### config.mk
export PLATFORM = sky130hd
export DESIGN_NAME = bit_count_accum
export DESIGN_NICKNAME = d
export VERILOG_FILES = /design/src/rtl/spu_bitcount_pkg.sv /design/src/rtl/word_bit_counter.sv /design/src/rtl/bit_count_accum.sv
export SDC_FILE = /design/constraint.sdc
export NUM_CORES = 1
export LEC_CHECK = 0
export BUFFER_PORTS_ARGS = -buffer_cell sky130_fd_sc_hd__buf_4
export CAP_MARGIN = 20
export CORE_MARGIN = 2
export CORE_UTILIZATION = 45
export CTS_CLUSTER_DIAMETER = 150
export CTS_CLUSTER_SIZE = 24
export DETAILED_ROUTE_END_ITERATION = 12
export GPL_TIMING_DRIVEN = 0
export PLACE_DENSITY = 0.78
export SETUP_SLACK_MARGIN = 0.4
export SLEW_MARGIN = 10
export SYNTH_ARGS = -nofsm -noshare
export SYNTH_HDL_FRONTEND = slang
export SYNTH_SLANG_ARGS = --single-unit
### constraint.sdc
create_clock -name clk -period 4.8 [get_ports clk]
set_input_delay 0 -clock clk [delete_from_list [all_inputs] [get_ports clk]]
set_output_delay 0 -clock clk [all_outputs]
set_load 0.01 [all_outputs]
### src/rtl/spu_bitcount_pkg.sv
// Shared types and constants for the SPU frame bit-count accumulator.
package spu_bitcount_pkg;

    function automatic int clog2(input int value);
        int result;
        result = 0;
        for (int i = 0; i < 31; i++) begin
            if ((1 << i) < value) begin
                result = i + 1;
            end
        end
        return result;
    endfunction

    localparam logic MODE_ZEROS = 1'b0;
    localparam logic MODE_ONES  = 1'b1;

    typedef enum logic [1:0] {
        IDLE  = 2'd0,
        RUN   = 2'd1,
        DRAIN = 2'd2,
        DONE  = 2'd3
    } state_e;

endpackage

### src/rtl/word_bit_counter.sv
// Combinational zero/one population count of a single data word.
module word_bit_counter
    import spu_bitcount_pkg::*;
#(
    parameter int  WIDTH = 16,
    localparam int CNT_W = clog2(WIDTH) + 1
) (
    input  logic [WIDTH-1:0] data,
    input  logic             mode,
    output logic [CNT_W-1:0] count
);

    logic [CNT_W-1:0] ones;

    always_comb begin
        ones = '0;
        for (int i = 0; i < WIDTH; i++) begin
            ones = ones + CNT_W'(data[i]);
        end
        if (mode == MODE_ZEROS) begin
            count = CNT_W'(WIDTH) - ones;
        end else begin
            count = ones;
        end
    end

endmodule

### src/rtl/bit_count_accum.sv
// Streaming frame bit counter: per-word count stage feeding a frame accumulator,
// total offered on a valid/ready result port.
module bit_count_accum
    import spu_bitcount_pkg::*;
#(
    parameter int  WIDTH     = 16,
    parameter int  MAX_WORDS = 256,
    localparam int CNT_W     = clog2(WIDTH) + 1,
    localparam int LEN_W     = clog2(MAX_WORDS) + 1,
    localparam int ACC_W     = CNT_W + LEN_W
) (
    input  logic             clk,
    input  logic             rst_n,
    input  logic             start,
    input  logic             mode,
    input  logic [LEN_W-1:0] frame_len,
    input  logic             in_valid,
    output logic             in_ready,
    input  logic [WIDTH-1:0] in_data,
    output logic             out_valid,
    input  logic             out_ready,
    output logic [ACC_W-1:0] out_count,
    output logic             busy
);

    state_e           state;
    state_e           next_state;
    logic             mode_q;
    logic [LEN_W-1:0] remaining;
    logic [LEN_W-1:0] len_clamped;
    logic [CNT_W-1:0] word_count;
    logic [CNT_W-1:0] stage;
    logic             stage_v;
    logic [ACC_W-1:0] acc;
    logic             accept;
    logic             start_ok;

    word_bit_counter #(.WIDTH(WIDTH)) u_counter (
        .data  (in_data),
        .mode  (mode_q),
        .count (word_count)
    );

    assign len_clamped = (frame_len > LEN_W'(MAX_WORDS)) ? LEN_W'(MAX_WORDS) : frame_len;
    assign accept      = in_valid & in_ready;
    assign start_ok    = (state == IDLE) & start;

    always_ff @(posedge clk) begin
        if (!rst_n) begin
            state <= IDLE;
        end else begin
            state <= next_state;
        end
    end

    always_comb begin
        next_state = state;
        in_ready   = 1'b0;
        out_valid  = 1'b0;
        out_count  = '0;
        busy       = (state != IDLE);
        unique case (state)
            IDLE: begin
                if (start) begin
                    next_state = (len_clamped == '0) ? DONE : RUN;
                end
            end
            RUN: begin
                in_ready = (remaining != '0);
                if (in_valid && in_ready && remaining == LEN_W'(1)) begin
                    next_state = DRAIN;
                end
            end
            DRAIN: begin
                next_state = DONE;
            end
            DONE: begin
                out_valid = 1'b1;
                out_count = acc;
                if (out_ready) begin
                    next_state = IDLE;
                end
            end
            default: begin
                next_state = IDLE;
            end
        endcase
    end

    // Count is registered on accept and folded into acc one edge later.
    always_ff @(posedge clk) begin
        if (!rst_n) begin
            mode_q    <= MODE_ZEROS;
            remaining <= '0;
            stage     <= '0;
            stage_v   <= 1'b0;
            acc       <= '0;
        end else begin
            stage_v <= accept;
            if (accept) begin
                stage     <= word_count;
                remaining <= remaining - LEN_W'(1);
            end
            if (start_ok) begin
                mode_q    <= mode;
                remaining <= len_clamped;
                acc       <= '0;
            end else if (stage_v) begin
                acc <= acc + ACC_W'(stage);
            end
        end
    end

endmodule

; After elaboration in Yosys (flattened, before gate mapping)
; Cells that the tools add are included.
[word_totals]
inputBits = 31
wordCells = 56
regBits = 32
output_inout_bits = 17
[classes]
n_bitwise = 3
add_sub_neg = 18
n_eq_ne = 7
n_mux = 12
n_reduce_logical = 9
order_cmp = 1
[ops]
columns = op, n
row1 = $add A5 B1 Y5, 14
row2 = $mux W9, 3
row3 = $add A14 B5 Y14, 1
row4 = $mux W14, 1
row5 = $eq A9 B1 Y1 const B, 1
row6 = $gt A9 B9 Y1 const B, 1
row7 = $logic_not A9 Y1, 1
row8 = $reduce_bool A9 Y1, 1
row9 = $sub A9 B1 Y9 const B, 1
row10 = $mux W2, 4
row11 = $pmux W2 S4, 1
row12 = $ne A2 B2 Y1 const B, 3
row13 = $mux W5, 1
row14 = $sub A5 B5 Y5 const A, 1
row15 = $eq A2 B2 Y1 const B, 2
row16 = $reduce_bool A2 Y1, 2
row17 = $reduce_and A3 Y1, 1
row18 = $add A1 B1 Y2, 1
row19 = $and A1 B1 Y1, 2
row20 = $eq A2 B1 Y1 const B, 1
row21 = $logic_and A1 B1 Y1, 2
row22 = $logic_not A2 Y1, 1
row23 = $mux W1, 2
row24 = $reduce_or A2 Y1, 1
row25 = $not A1 Y1, 1

; Logic depth before layout (Yosys ltp)
[logic_depth]
word_depth = 17
mapped_depth = 17
depth_no_buf = 17

; Modules after synthesis
; A second synthesis with hierarchy kept.
[hier_totals]
cells_unflattened = 278
area_unflattened_um2 = 2341.0
[by_module_without_submodules]
columns = module, cells_per_inst, seq_area_each_um2, area_per_inst_um2, instances
row1 = bit_count_accum, 214, 640.6, 1834.3, 1
row2 = word_bit_counter, 64, 0.0, 506.7, 1

; Worst setup path after synthesis
; No wires, ideal clock.
[synth_path]
path_type = input -> register
start = in in_data[0]
end = reg stage[4]
t_required_ps = 4672
setup_slack_ps = 808
setup_time_ps = 128
path_stages = 16
arrival_ps = 3864
cell_sequence = ha_1 inv_1 fa_1 inv_1 fa_1 fa_1 inv_1 fa_1 fa_1 inv_1 fa_1 inv_1 ha_1 nand3b_1 nor4b_1 nor3b_2
[synth_via]
elab_chain_cells = 17
[synth_lines]
columns = element, line
row1 = start: declaration, bit_count_accum.sv:19  ; input logic [WIDTH-1:0] in_data,
row2 = $add A1 B1 Y2 (*), word_bit_counter.sv:18  ; ones = ones + CNT_W'(data[i]);
row3 = $add A5 B1 Y5 (*) (14 in a row), word_bit_counter.sv:18
row4 = $sub A5 B5 Y5, word_bit_counter.sv:21  ; count = CNT_W'(WIDTH) - ones;
row5 = $mux W5 (*), word_bit_counter.sv:20  ; if (mode == MODE_ZEROS) begin
row6 = end signal: assignment, bit_count_accum.sv:101  ; stage <= word_count;
row7 = end: declaration, bit_count_accum.sv:32  ; logic [CNT_W-1:0] stage;
; Every way passes the cells marked *; elsewhere a longest branch is shown, timed or not.
; A chain may end at the register's enable or synchronous reset.

; Worst setup path in the final report
; Ends and elaborated chain as after synthesis.

==> metrics <==
Worst-path clk slew=0.07 ns; Critical Path Max Stage Delay=0.51 ns; initial antenna violation count=0; largest family of logic cells by synthesized area=simple AND/OR/NAND/NOR gates; GR met2 Demand/Resource=34.21%; share of the synthesized area in the top cell type=26.72%; reg-to-reg setup timing slack=2.82 ns; CTS Buf Count=5; Die Ht=76.99 µm; Residual DRC=0; largest cells by area after synthesis=dfxtp_1, ha_1, fa_1; status=finished clean; wire per inst=13.63 µm; remaining global-route overflow=0; reported max-cap violation count=0; most common cell after layout, fill and taps aside=buf_4; sequential area share after synthesis=26.72%; Hold Startpoint=frame_len[8]; GRT met3 Usage=4.471%; crit-path cells=buf_4 -> ha_1 -> inv_1 -> fa_1 -> inv_1 -> fa_1 -> fa_1 -> inv_1 -> fa_1 -> fa_1 -> inv_1 -> fa_1 -> inv_1 -> ha_1 -> nand3b_1 -> nor4b_1 -> nor3b_2; Synth Area in XOR/XNOR=6.576%; CP Buf/Inv Count=6; CTS tree=built; measured slew at the worst slew-check pin=0.4681 ns; worst reg2reg path endpoint=acc[12]; Worst setup SP type=input pin; RSZ-0062 raised after global routing=false; CP max-delay cell=fa_1; fmax=248.3 MHz; worst setup path end=stage[4]; RePlAce Congestion=0.9463; Leak Pwr=1.328 nW; M1 GR Usage=24.58%; fin area=2964 µm²; clk buf depth=2; placed inst area=2838 µm²; Final TNS setup=0 ns; number of flops mapped to enable cells by yosys=0; Reg2Reg Depth=8; post-synthesis register bit count=32; largest net degree at the start of global routing=11; area of the core=5140 µm²; antenna fix cells=0; setup violators final=0; GR peak layer=met2; fin crit period=4.027 ns; DPL Wire Length=4200 µm; VDD IR max=0.1728 mV; io pins=48; Most common cell on crit path=fa_1; cell count after synthesis=269; antenna-violating nets left=0; critical path type=input pin to flip-flop; post-synthesis compound-gate area fraction=15.87%; ys async rst share=0%; Worst path depth=17; clock skew=0.009494 ns; crit-path max FO=2; YS warnings=0; ratio of cells with drive above 1 in the final layout=20.86%; distinct cell type count after synthesis=55; Port Buf Inserts=47; vias in the first global route=2083; FP Rows=26; Chip Width=76.99 µm; crit path launch=in_data[0]; DR vias=2059; DR pass1 iterations=4; All-Layer GR Usage=19.86%; final net count=386; initial core utilization=46.64%; post-cts resize count=0; final hold viol count=0; syn nets=329; Hold WC Path Type=input pin to flip-flop; most frequent cells in the layout=buf_4, dfxtp_1, inv_1, nor2_1, ha_1; power density over the cells=422.9 nW/µm²; clk_lat worst skew=0.28 ns; Slew headroom=68.68%; post-place setup slack=0.4805 ns; Final period util=83.90%; drt initial violations=81; Layout area overhead=23.64%; first-pass GRT wire length=9473 µm; post-route setup slack=0.7727 ns; worst endpoint data arrival time=4.18 ns; clk sinks=32; Worst Hold Margin=0.01762 ns; r2r startpoint=acc[0]; Simple-Gate Fraction of Synth Area=22.96%; vias per cell=5.199; Root Buffer=clkbuf_8; Synth Area in Adders=18.58%; syn_area_per_cell=8.912 µm²; Mapped Area=2397 µm²; Post-Route WL=5398 µm; die area=5927 µm²; Final Slew Violations=0; CTS H-tree lvls=2; CP required=4.96 ns; ys flop type=dfxtp_1; mux cell area share after synthesis=2.975%; Worst path top cell family by delay=adder cells; largest area contributor in the netlist=dfxtp_1; CP endpoint kind=flip-flop
Yosys cell counts (2+ instances only):
cell,number
a211oi_1,4
a21boi_1,3
a21o_1,3
a21oi_1,8
a31oi_1,2
and2_1,16
and3_1,3
clkbuf_1,4
dfxtp_1,32
fa_1,11
ha_1,18
inv_1,30
mux2i_1,6
nand2_1,14
nand2b_1,3
nand3_1,11
nand4_1,2
nor2_1,20
nor2b_1,5
nor3b_1,2
nor3b_2,2
nor4_1,3
o211a_1,5
o211ai_1,3
o21a_1,2
o21ai_0,4
o21ai_1,8
o22ai_1,2
xnor2_1,13
xor2_1,5
worst min-delay path by stage:
stage,slack (ns),to,depth (start not counted)
final,0.02,remaining[8],3
after detailed placement,0.24,remaining[1],2
after CTS,0.01,remaining[8],3
after floorplan,0.13,remaining[8],2
after global routing,0.04,remaining[8],3
after global placement,0.25,remaining[1],2
layout make-up:
cell class | instances | area (µm²)
Multi-Input combinational cell | 200 | 1605
Sequential cell | 32 | 640.6
Clock buffer | 7 | 96.34
Timing Repair Buffer | 50 | 382.9
Tap cell | 70 | 87.58
Inverter | 30 | 112.6
Buffer | 7 | 38.79
Fill cell | 480 | 2176
cell families after synthesis:
| group | Yosys count |
|---|---|
| AOI/OAI and AO/OA | 52 |
| xor gates and xnor gates | 18 |
| adders and majority gates | 29 |
| buffers and inverters | 37 |
| DFF | 32 |
| muxes | 7 |
| and+or+nand+nor | 94 |
registers in the layout, summed over array words and instances, names as in the netlist:
register and count:
stage_v 1, acc 14, mode_q 1, stage 5, remaining 9, state 2
worst min-delay path, cell delays in order:
cell and delay [ns]:
buf_4 0.15, nand2_1 0.06, o21ai_1 0.05
what timing repair did:
| action | 4_1_cts | 5_1_grt |
|---|---|---|
| hold endpoints to repair | 3 | 0 |
| hold buffers | 3 | 0 |
| buffers inserted | 0 | 0 |
stage by stage:
step                      cells  util, %  power, mW
after global routing        396    57.67      1.365
after floorplan             269        -     0.8659
after global placement      386    55.21      1.009
after detailed placement    386    55.21      1.032
after CTS                   396    57.67      1.264
final                       396    57.67      1.254
power breakdown:
group	total [mW]	leakage, nW	internal [mW]	switching, mW
clock network	0.224	0.0503	0.128	0.0967
logic	0.682	1.02	0.306	0.376
registers	0.347	0.260	0.305	0.0418
total	1.25	1.33	0.739	0.515
per-layer routing:
metal	share of wire (%)	up-vias
met3	4.5	7
met5	0	-
met1	45	969
met2	50	49
met4	1.2	0
li1	-	1034
No activity file was read; power rests on OpenSTA's default activity.
